`src/rtl/vsd_bus_master.sv`:
```
// VSD peripheral bus initiator: runs write/read/poll commands one at a time on the
// single-cycle sel/we/addr bus and returns results on a valid/ready response port.
module vsd_bus_master #(
    parameter int RD_LATENCY = 0,
    parameter int POLL_MAX   = 16,
    parameter int POLL_GAP   = 1
) (
    input  logic        clk,
    input  logic        resetn,
    input  logic        cmd_valid,
    output logic        cmd_ready,
    input  logic [1:0]  cmd_op,
    input  logic [31:0] cmd_addr,
    input  logic [31:0] cmd_wdata,
    output logic        rsp_valid,
    input  logic        rsp_ready,
    output logic [31:0] rsp_rdata,
    output logic        rsp_err,
    output logic        sel,
    output logic        we,
    output logic [31:0] addr,
    output logic [31:0] wdata,
    input  logic [31:0] rdata,
    output logic        busy
);

    typedef enum logic [2:0] {
        ST_IDLE     = 3'd0,
        ST_WR       = 3'd1,
        ST_RD       = 3'd2,
        ST_POLL_GAP = 3'd3,
        ST_RESP     = 3'd4
    } state_t;

    localparam logic [15:0] POLL_MAX_C = 16'(POLL_MAX);
    localparam logic [7:0]  GAP_LAST_C = (POLL_GAP > 0) ? 8'(POLL_GAP - 1) : 8'd0;

    state_t      state_r;
    logic        is_poll_r;
    logic [31:0] addr_hold_r;
    logic [31:0] data_hold_r;
    logic [15:0] poll_cnt_r;
    logic [7:0]  gap_cnt_r;
    logic        lat_cnt_r;
    logic        sel_r;
    logic        we_r;
    logic [31:0] addr_r;
    logic [31:0] wdata_r;
    logic        rsp_valid_r;
    logic [31:0] rsp_rdata_r;
    logic        rsp_err_r;
    logic        cmd_ready_r;
    logic        busy_r;

    logic [15:0] poll_cnt_nxt_s;
    logic        hit_s;
    logic        rd_last_s;

    // Read-phase decode: next poll count, mask hit, and whether this is the sampling cycle
    always_comb begin
        poll_cnt_nxt_s = poll_cnt_r + 16'd1;
        hit_s          = ((rdata & data_hold_r) != 32'd0);
        if (RD_LATENCY == 0) begin
            rd_last_s = 1'b1;
        end else begin
            rd_last_s = lat_cnt_r;
        end
    end

    // Command sequencer with registered bus and response outputs
    always_ff @(posedge clk) begin
        if (!resetn) begin
            state_r     <= ST_IDLE;
            is_poll_r   <= 1'b0;
            addr_hold_r <= 32'd0;
            data_hold_r <= 32'd0;
            poll_cnt_r  <= 16'd0;
            gap_cnt_r   <= 8'd0;
            lat_cnt_r   <= 1'b0;
            sel_r       <= 1'b0;
            we_r        <= 1'b0;
            addr_r      <= 32'd0;
            wdata_r     <= 32'd0;
            rsp_valid_r <= 1'b0;
            rsp_rdata_r <= 32'd0;
            rsp_err_r   <= 1'b0;
            cmd_ready_r <= 1'b1;
            busy_r      <= 1'b0;
        end else begin
            case (state_r)
                ST_IDLE: begin
                    if (cmd_valid && cmd_ready_r) begin
                        addr_hold_r <= cmd_addr;
                        data_hold_r <= cmd_wdata;
                        is_poll_r   <= (cmd_op == 2'b10);
                        poll_cnt_r  <= 16'd0;
                        gap_cnt_r   <= 8'd0;
                        lat_cnt_r   <= 1'b0;
                        cmd_ready_r <= 1'b0;
                        busy_r      <= 1'b1;
                        case (cmd_op)
                            2'b00: begin
                                state_r <= ST_WR;
                                sel_r   <= 1'b1;
                                we_r    <= 1'b1;
                                addr_r  <= cmd_addr;
                                wdata_r <= cmd_wdata;
                            end
                            2'b01, 2'b10: begin
                                state_r <= ST_RD;
                                sel_r   <= 1'b1;
                                we_r    <= 1'b0;
                                addr_r  <= cmd_addr;
                            end
                            default: begin
                                state_r     <= ST_RESP;
                                rsp_valid_r <= 1'b1;
                                rsp_rdata_r <= 32'd0;
                                rsp_err_r   <= 1'b1;
                            end
                        endcase
                    end
                end
                ST_WR: begin
                    state_r     <= ST_RESP;
                    sel_r       <= 1'b0;
                    we_r        <= 1'b0;
                    addr_r      <= 32'd0;
                    wdata_r     <= 32'd0;
                    rsp_valid_r <= 1'b1;
                    rsp_rdata_r <= 32'd0;
                    rsp_err_r   <= 1'b0;
                end
                ST_RD: begin
                    if (!rd_last_s) begin
                        lat_cnt_r <= 1'b1;
                    end else begin
                        lat_cnt_r   <= 1'b0;
                        rsp_rdata_r <= rdata;
                        poll_cnt_r  <= poll_cnt_nxt_s;
                        // A mask hit wins even on the read that reaches the limit
                        if (!is_poll_r || hit_s || (poll_cnt_nxt_s == POLL_MAX_C)) begin
                            state_r     <= ST_RESP;
                            sel_r       <= 1'b0;
                            addr_r      <= 32'd0;
                            rsp_valid_r <= 1'b1;
                            rsp_err_r   <= is_poll_r && !hit_s;
                        end else if (POLL_GAP == 0) begin
                            state_r <= ST_RD;
                        end else begin
                            state_r   <= ST_POLL_GAP;
                            sel_r     <= 1'b0;
                            addr_r    <= 32'd0;
                            gap_cnt_r <= 8'd0;
                        end
                    end
                end
                ST_POLL_GAP: begin
                    if (gap_cnt_r == GAP_LAST_C) begin
                        state_r <= ST_RD;
                        sel_r   <= 1'b1;
                        addr_r  <= addr_hold_r;
                    end else begin
                        gap_cnt_r <= gap_cnt_r + 8'd1;
                    end
                end
                ST_RESP: begin
                    if (rsp_ready) begin
                        state_r     <= ST_IDLE;
                        rsp_valid_r <= 1'b0;
                        cmd_ready_r <= 1'b1;
                        busy_r      <= 1'b0;
                    end
                end
                default: begin
                    state_r     <= ST_IDLE;
                    sel_r       <= 1'b0;
                    we_r        <= 1'b0;
                    addr_r      <= 32'd0;
                    wdata_r     <= 32'd0;
                    rsp_valid_r <= 1'b0;
                    cmd_ready_r <= 1'b1;
                    busy_r      <= 1'b0;
                end
            endcase
        end
    end

    assign cmd_ready = cmd_ready_r;
    assign busy      = busy_r;
    assign sel       = sel_r;
    assign we        = we_r;
    assign addr      = addr_r;
    assign wdata     = wdata_r;
    assign rsp_valid = rsp_valid_r;
    assign rsp_rdata = rsp_rdata_r;
    assign rsp_err   = rsp_err_r;

endmodule

```
`config.mk`:
```
export PLATFORM = sky130hd
export DESIGN_NAME = vsd_bus_master
export DESIGN_NICKNAME = d
export VERILOG_FILES = /design/src/rtl/vsd_bus_master.sv
export SDC_FILE = /design/constraint.sdc
export NUM_CORES = 1
export LEC_CHECK = 0
export CAP_MARGIN = 20
export CORE_ASPECT_RATIO = 0.75
export CORE_MARGIN = 10
export CORE_UTILIZATION = 46
export CTS_CLUSTER_DIAMETER = 60
export DETAILED_ROUTE_END_ITERATION = 7
export PLACE_DENSITY = 0.74
export RECOVER_POWER = 100
export SLEW_MARGIN = 20
export SYNTH_ARGS = -nofsm -noshare
export SYNTH_HDL_FRONTEND = slang
export SYNTH_SLANG_ARGS = --single-unit
```
`constraint.sdc`:
```
create_clock -name clk -period 4.7 [get_ports clk]
set_input_delay 0.47 -clock clk [delete_from_list [all_inputs] [get_ports clk]]
set_output_delay 0.47 -clock clk [all_outputs]
set_load 0.005 [all_outputs]
```
# Yosys cells after proc, flatten, opt, wreduce, memory -nomap -nowiden
# Cells that the tools add are included.
# totals
register_bits	194
latch_bits	0
ramBits	0
rom_bits	0
elab_cells	108
n_memories	0
# op_classes
add_sub_neg	2
mul	0
div_mod_pow	0
n_lt_le_gt_ge	0
n_eq_ne	17
n_shift	0
n_mux	41
bitwise_logic	5
n_reduce_logical	28
# ops
operator	n
$mux W32	7
$pmux W32 S3	2
$pmux W32 S2	1
$and A32 B32 Y32	1
$pmux W16 S2	1
$reduce_bool A32 Y1	1
$mux W8	3
$pmux W8 S3	1
$add A16 B1 Y16 const B	1
$eq A16 B5 Y1 const B	1
$mux W16	1
$ne A2 B2 Y1 const B	8
$pmux W3 S5	1
$reduce_and A3 Y1	5
$mux W1	12
$mux W3	4
$pmux W1 S3	4
$reduce_and A4 Y1	3
$reduce_or A3 Y1	3
$add A8 B1 Y8 const B	1
$logic_not A8 Y1	1
$eq A3 B2 Y1 const B	2
$pmux W3 S2	1
$reduce_bool A3 Y1	2
other kinds (18)	26

# Longest topological paths before layout
# depth
depth_word	6
ltp_mapped	10
ltp_nobuf	8

# Worst setup path after synthesis
# No wires, ideal clock.
# synth_timing
path_kind	register -> register
startpoint	reg poll_cnt_r[1]
endpoint	reg rsp_valid_r (netlist: rsp_valid)
setup_time_ps	58
t_arrival_ps	2145
path_slack_ps	2497
stages_incl_launch_ff	9
path_buffers	0
synth_period_minus_slack_ps	2203
path_cell_list	dfxtp_1 -> ha_1 -> nand4_1 -> nor4_4 -> mux2i_1 -> a221oi_2 -> a2111oi_0 -> o21a_1 -> o21a_1
# synth_between
elab_chain_len	5
# synth_lines
element	line	text
start: declaration	42	logic [15:0] poll_cnt_r;
start signal: assignment	140	poll_cnt_r <= poll_cnt_nxt_s;
$add A16 B1 Y16	61	poll_cnt_nxt_s = poll_cnt_r + 16'd1;
$eq A16 B5 Y1	142	if (!is_poll_r || hit_s || (poll_cnt_nxt_s == POLL_MAX_C)) begin
$logic_or A1 B1 Y1	142	
$ne A2 B2 Y1 (no source line)	n/a	
$reduce_and A5 Y1 (no source line)	n/a	
end signal: assignment	130	rsp_valid_r <= 1'b1;
end signal: assignment	146	rsp_valid_r <= 1'b1;
end signal: assignment	170	rsp_valid_r <= 1'b0;
end: declaration	49	logic rsp_valid_r;
# No other way between the ends.
# A chain may end at the register's enable or synchronous reset.

# Final worst setup path
# layout_timing
startpoint	reg state_r[1]
endpoint	reg poll_cnt_r[5]
# layout_between
elab_chain_len	3
elab_cells_between_ends	6
# layout_lines
element	line	text
start: declaration	38	state_t state_r;
start signal: assignment	73	state_r <= ST_IDLE;
start signal: assignment	103	state_r <= ST_WR;
start signal: assignment	110	state_r <= ST_RD;
$eq A3 B2 Y1 / $logic_not A3 Y1 (equally long branches)	90	case (state_r)
$reduce_bool A2 Y1 (no source line) / $ne A2 B2 Y1 (equally long branches)	n/a	
$reduce_and A2 Y1 (no source line)	n/a	
# Several ways; a longest one is shown, not always the timed one.

==> metrics.txt <==
Max-slew headroom=-37.9%; flops & latches, synth=194; post-route ant nets=0; post-synthesis net count=roughly 1100; clk_lat worst skew=0.44 ns; worst hold start=addr_hold_r[6]; CP Max Fanout=25; share of cells above drive strength 1=5.46%; outcome=finished, violations left; total number of vias=around 7800; setup repair bufs after CTS=0; GPL Wtd Cong=a little over 0.9; highest-count cells in the layout ignoring fill and taps=206 x nand2_1, 194 x dfxtp_1, 102 x dlygate4sd3_1; initial antenna violation count=0; Final Critical Period=3.61 ns; count of final setup violators=0; Worst-path clk slew=0.08 ns; WL met3=1940 um; worst-case clock skew=0.0160 ns; commonest non-fill, non-tap cell in the layout=nand2_1; core area=approximately 18000 sq um; TNS Setup=0 ns; Pins Over Slew Limit=127; R2R Path End=poll_cnt_r[5]; CTS tree=yes; largest net degree at the start of global routing=80; Die Footprint=around 24000 sq um; Peak VDD IR=roughly 0.23 mV; Power Dens Cells=374 nW/um^2; hold buffers post-CTS=0; Post-DP HPWL=18300 um; RR Startpoint=state_r[1]; syn_area_per_cell=8.31 sq um; R2R setup slack=1.09 ns; Starting Density=~47%; CP Capture Point=poll_cnt_r[5]; final period utilization=76.9%; number of flops mapped to enable cells by yosys=0; Yosys warning count=0; first-pass GRT wire length=~41000 um; most used flip-flop cell after synthesis=dfxtp_1; Port Buffers=just over 200; WS Path Type=flop to flop; Syn-to-layout area delta=33.1%; Cell Rows=42; fin worst setup slack=1.09 ns; critical path launch point type=flop; First DRT Iteration DRCs=between 700 and 800; Place WS=1.59 ns; worst path required time=5.03 ns; worst slew pin tran=a little over 2 ns; Reg2Reg Depth=7; Post-CTS Resized=0; Clock Path Buffers=2; sw frac=29.7%; clock tree root driver cell=clkbuf_16; Sw Pwr=0.00121 W; Gate power share=18.4%; GRT Overall Usage=21.6%; total gr overflow=0; ANT cells=0; Finished Core Util=62.2%; Crit. End Element=flop; max cap viols=3; worst hold path type=flop to flop; hold slack=around 0.46 ns; DRC viols=0; LEAKAGE=between 4 and 5 nW; clock network power share=36.4%; Placed Area=slightly above 10000 sq um; sequential power share=45.2%; post-synth cell types=59; violated checks=max-capacitance violations, max-slew violations; Num CTS Buffers=17; post-synthesis cell area=8200 sq um; post-synthesis cell count=987; Ports=between 200 and 250; RSZ-0062 raised after global routing=no; worst path arrival time=3.95 ns; Int Pwr=0.00287 W; Die Height=136 um; Critical Path Start=state_r[1]; met2 WL=11900 um; Vias per Instance=5.59; asr flop ratio synth=0%; post-synthesis sequential area ratio=a little under half; DRT Pass-1 Iters=5; average wire per standard cell=18.6 um; vias in the first global route=7387; final hold violations=0; Post-Route WL=26000 um; H-tree depth=4; highest routed layer=met4; Achievable Freq=roughly 0.28 GHz; nets@finish=1250; die width=174 um; final cell area excluding filler cells=roughly 11000 sq um; M1 wire length=~12000 um; Sink Count=slightly below 200
synth_stat cells, drive strengths merged, types with 2 or more instances:
cell	number	area, sq um
a22o	3	26.3
a31oi	6	37.5
and2	4	25.0
clkinv	2	7.51
nand2b	3	18.8
or2	2	12.5
inv	8	30.0
a211oi	22	170
a21boi	17	128
a311oi	2	17.5
nor4	10	77.6
and4	3	28.8
nor2b	11	68.8
nand3b	2	15.0
a21oi	78	413
ha	7	87.6
nand2	206	773
nand4	20	125
a211o	4	35.0
nor3	12	71.3
dfxtp	194	3880
a21o	2	23.8
o21ai	29	145
clkbuf	63	238
o21a	4	30.0
and3	4	28.8
a32oi	32	280
nand3	14	70.1
o211a	19	190
a22oi	71	533
buf	17	87.6
nor2	100	375
stage by stage:
| stage | total power (W) | instances |
|---|---|---|
| floorplan | 0.00227 | 987 |
| global placement | 0.00266 | 1364 |
| detailed placement | 0.00267 | 1364 |
| CTS | 0.00415 | 1396 |
| global route | 0.00427 | 1396 |
| finish | 0.00408 | 1396 |
critical path, cell delays in order, from the launching register on:
cell and delay (ns):
dfxtp_1 0.42, nor2_1 0.40, nand2_1 0.18, nor2_1 1.54
nor2_1 0.40, o21ai_0 0.28, o21ai_0 0.11, and2_0 0.16
final cells by class:
class                      instances  area, sq um
multi-input combinational        703         3950
clock buffer                      18          429
timing repair buffer             215         2120
fill                            1566         6640
clock inverter                    14          193
inverter                          10         40.0
tap                              242          303
sequential                       194         3880
layer usage:
metal,global-route usage (%),vias up
li1,-,3847
met1,28.7,3710
met2,32.9,234
met3,7.30,19
met4,5.68,0
met5,0,-
power groups by stage:
stage | sequential [W] | combinational [W] | clock (W)
final | 0.00185 | 0.000750 | 0.00149
after floorplan | 0.00187 | 0.000405 | 0
after CTS | 0.00185 | 0.000786 | 0.00151
after global routing | 0.00186 | 0.000830 | 0.00158
after detailed placement | 0.00188 | 0.000783 | 0
after global placement | 0.00188 | 0.000775 | 0
sequential cells by signal (all words and copies together), names as in the netlist, 3 cells and up:
name / flops
gap_cnt_r: 8
wdata: 32
state_r: 3
poll_cnt_r: 16
data_hold_r: 32
addr: 32
addr_hold_r: 32
rsp_rdata: 32
logic make-up (layout without fill, tap and decap cells):
group,after synthesis,count (layout),synth area share (%)
muxes,1,1,0.122
DFF,194,194,47.4
adders and majority gates,7,7,1.07
buffers and inverters,90,257,4.42
AOI/OAI and AO/OA,297,297,25.7
xor gates and xnor gates,1,1,0.107
and+or+nand+nor,397,397,21.2
worst min path at each step:
stage                 endpoint  slack [ns]  depth (start not counted)
2_1_floorplan  data_hold_r[17]        0.44                          2
3_3_place_gp    addr_hold_r[0]        0.44                          2
3_5_place_dp   addr_hold_r[10]        0.45                          2
4_1_cts        addr_hold_r[10]        0.46                          2
5_1_grt        addr_hold_r[15]        0.47                          2
6_report        addr_hold_r[6]        0.46                          2
Note: power is estimated with default switching activity, not from simulation.
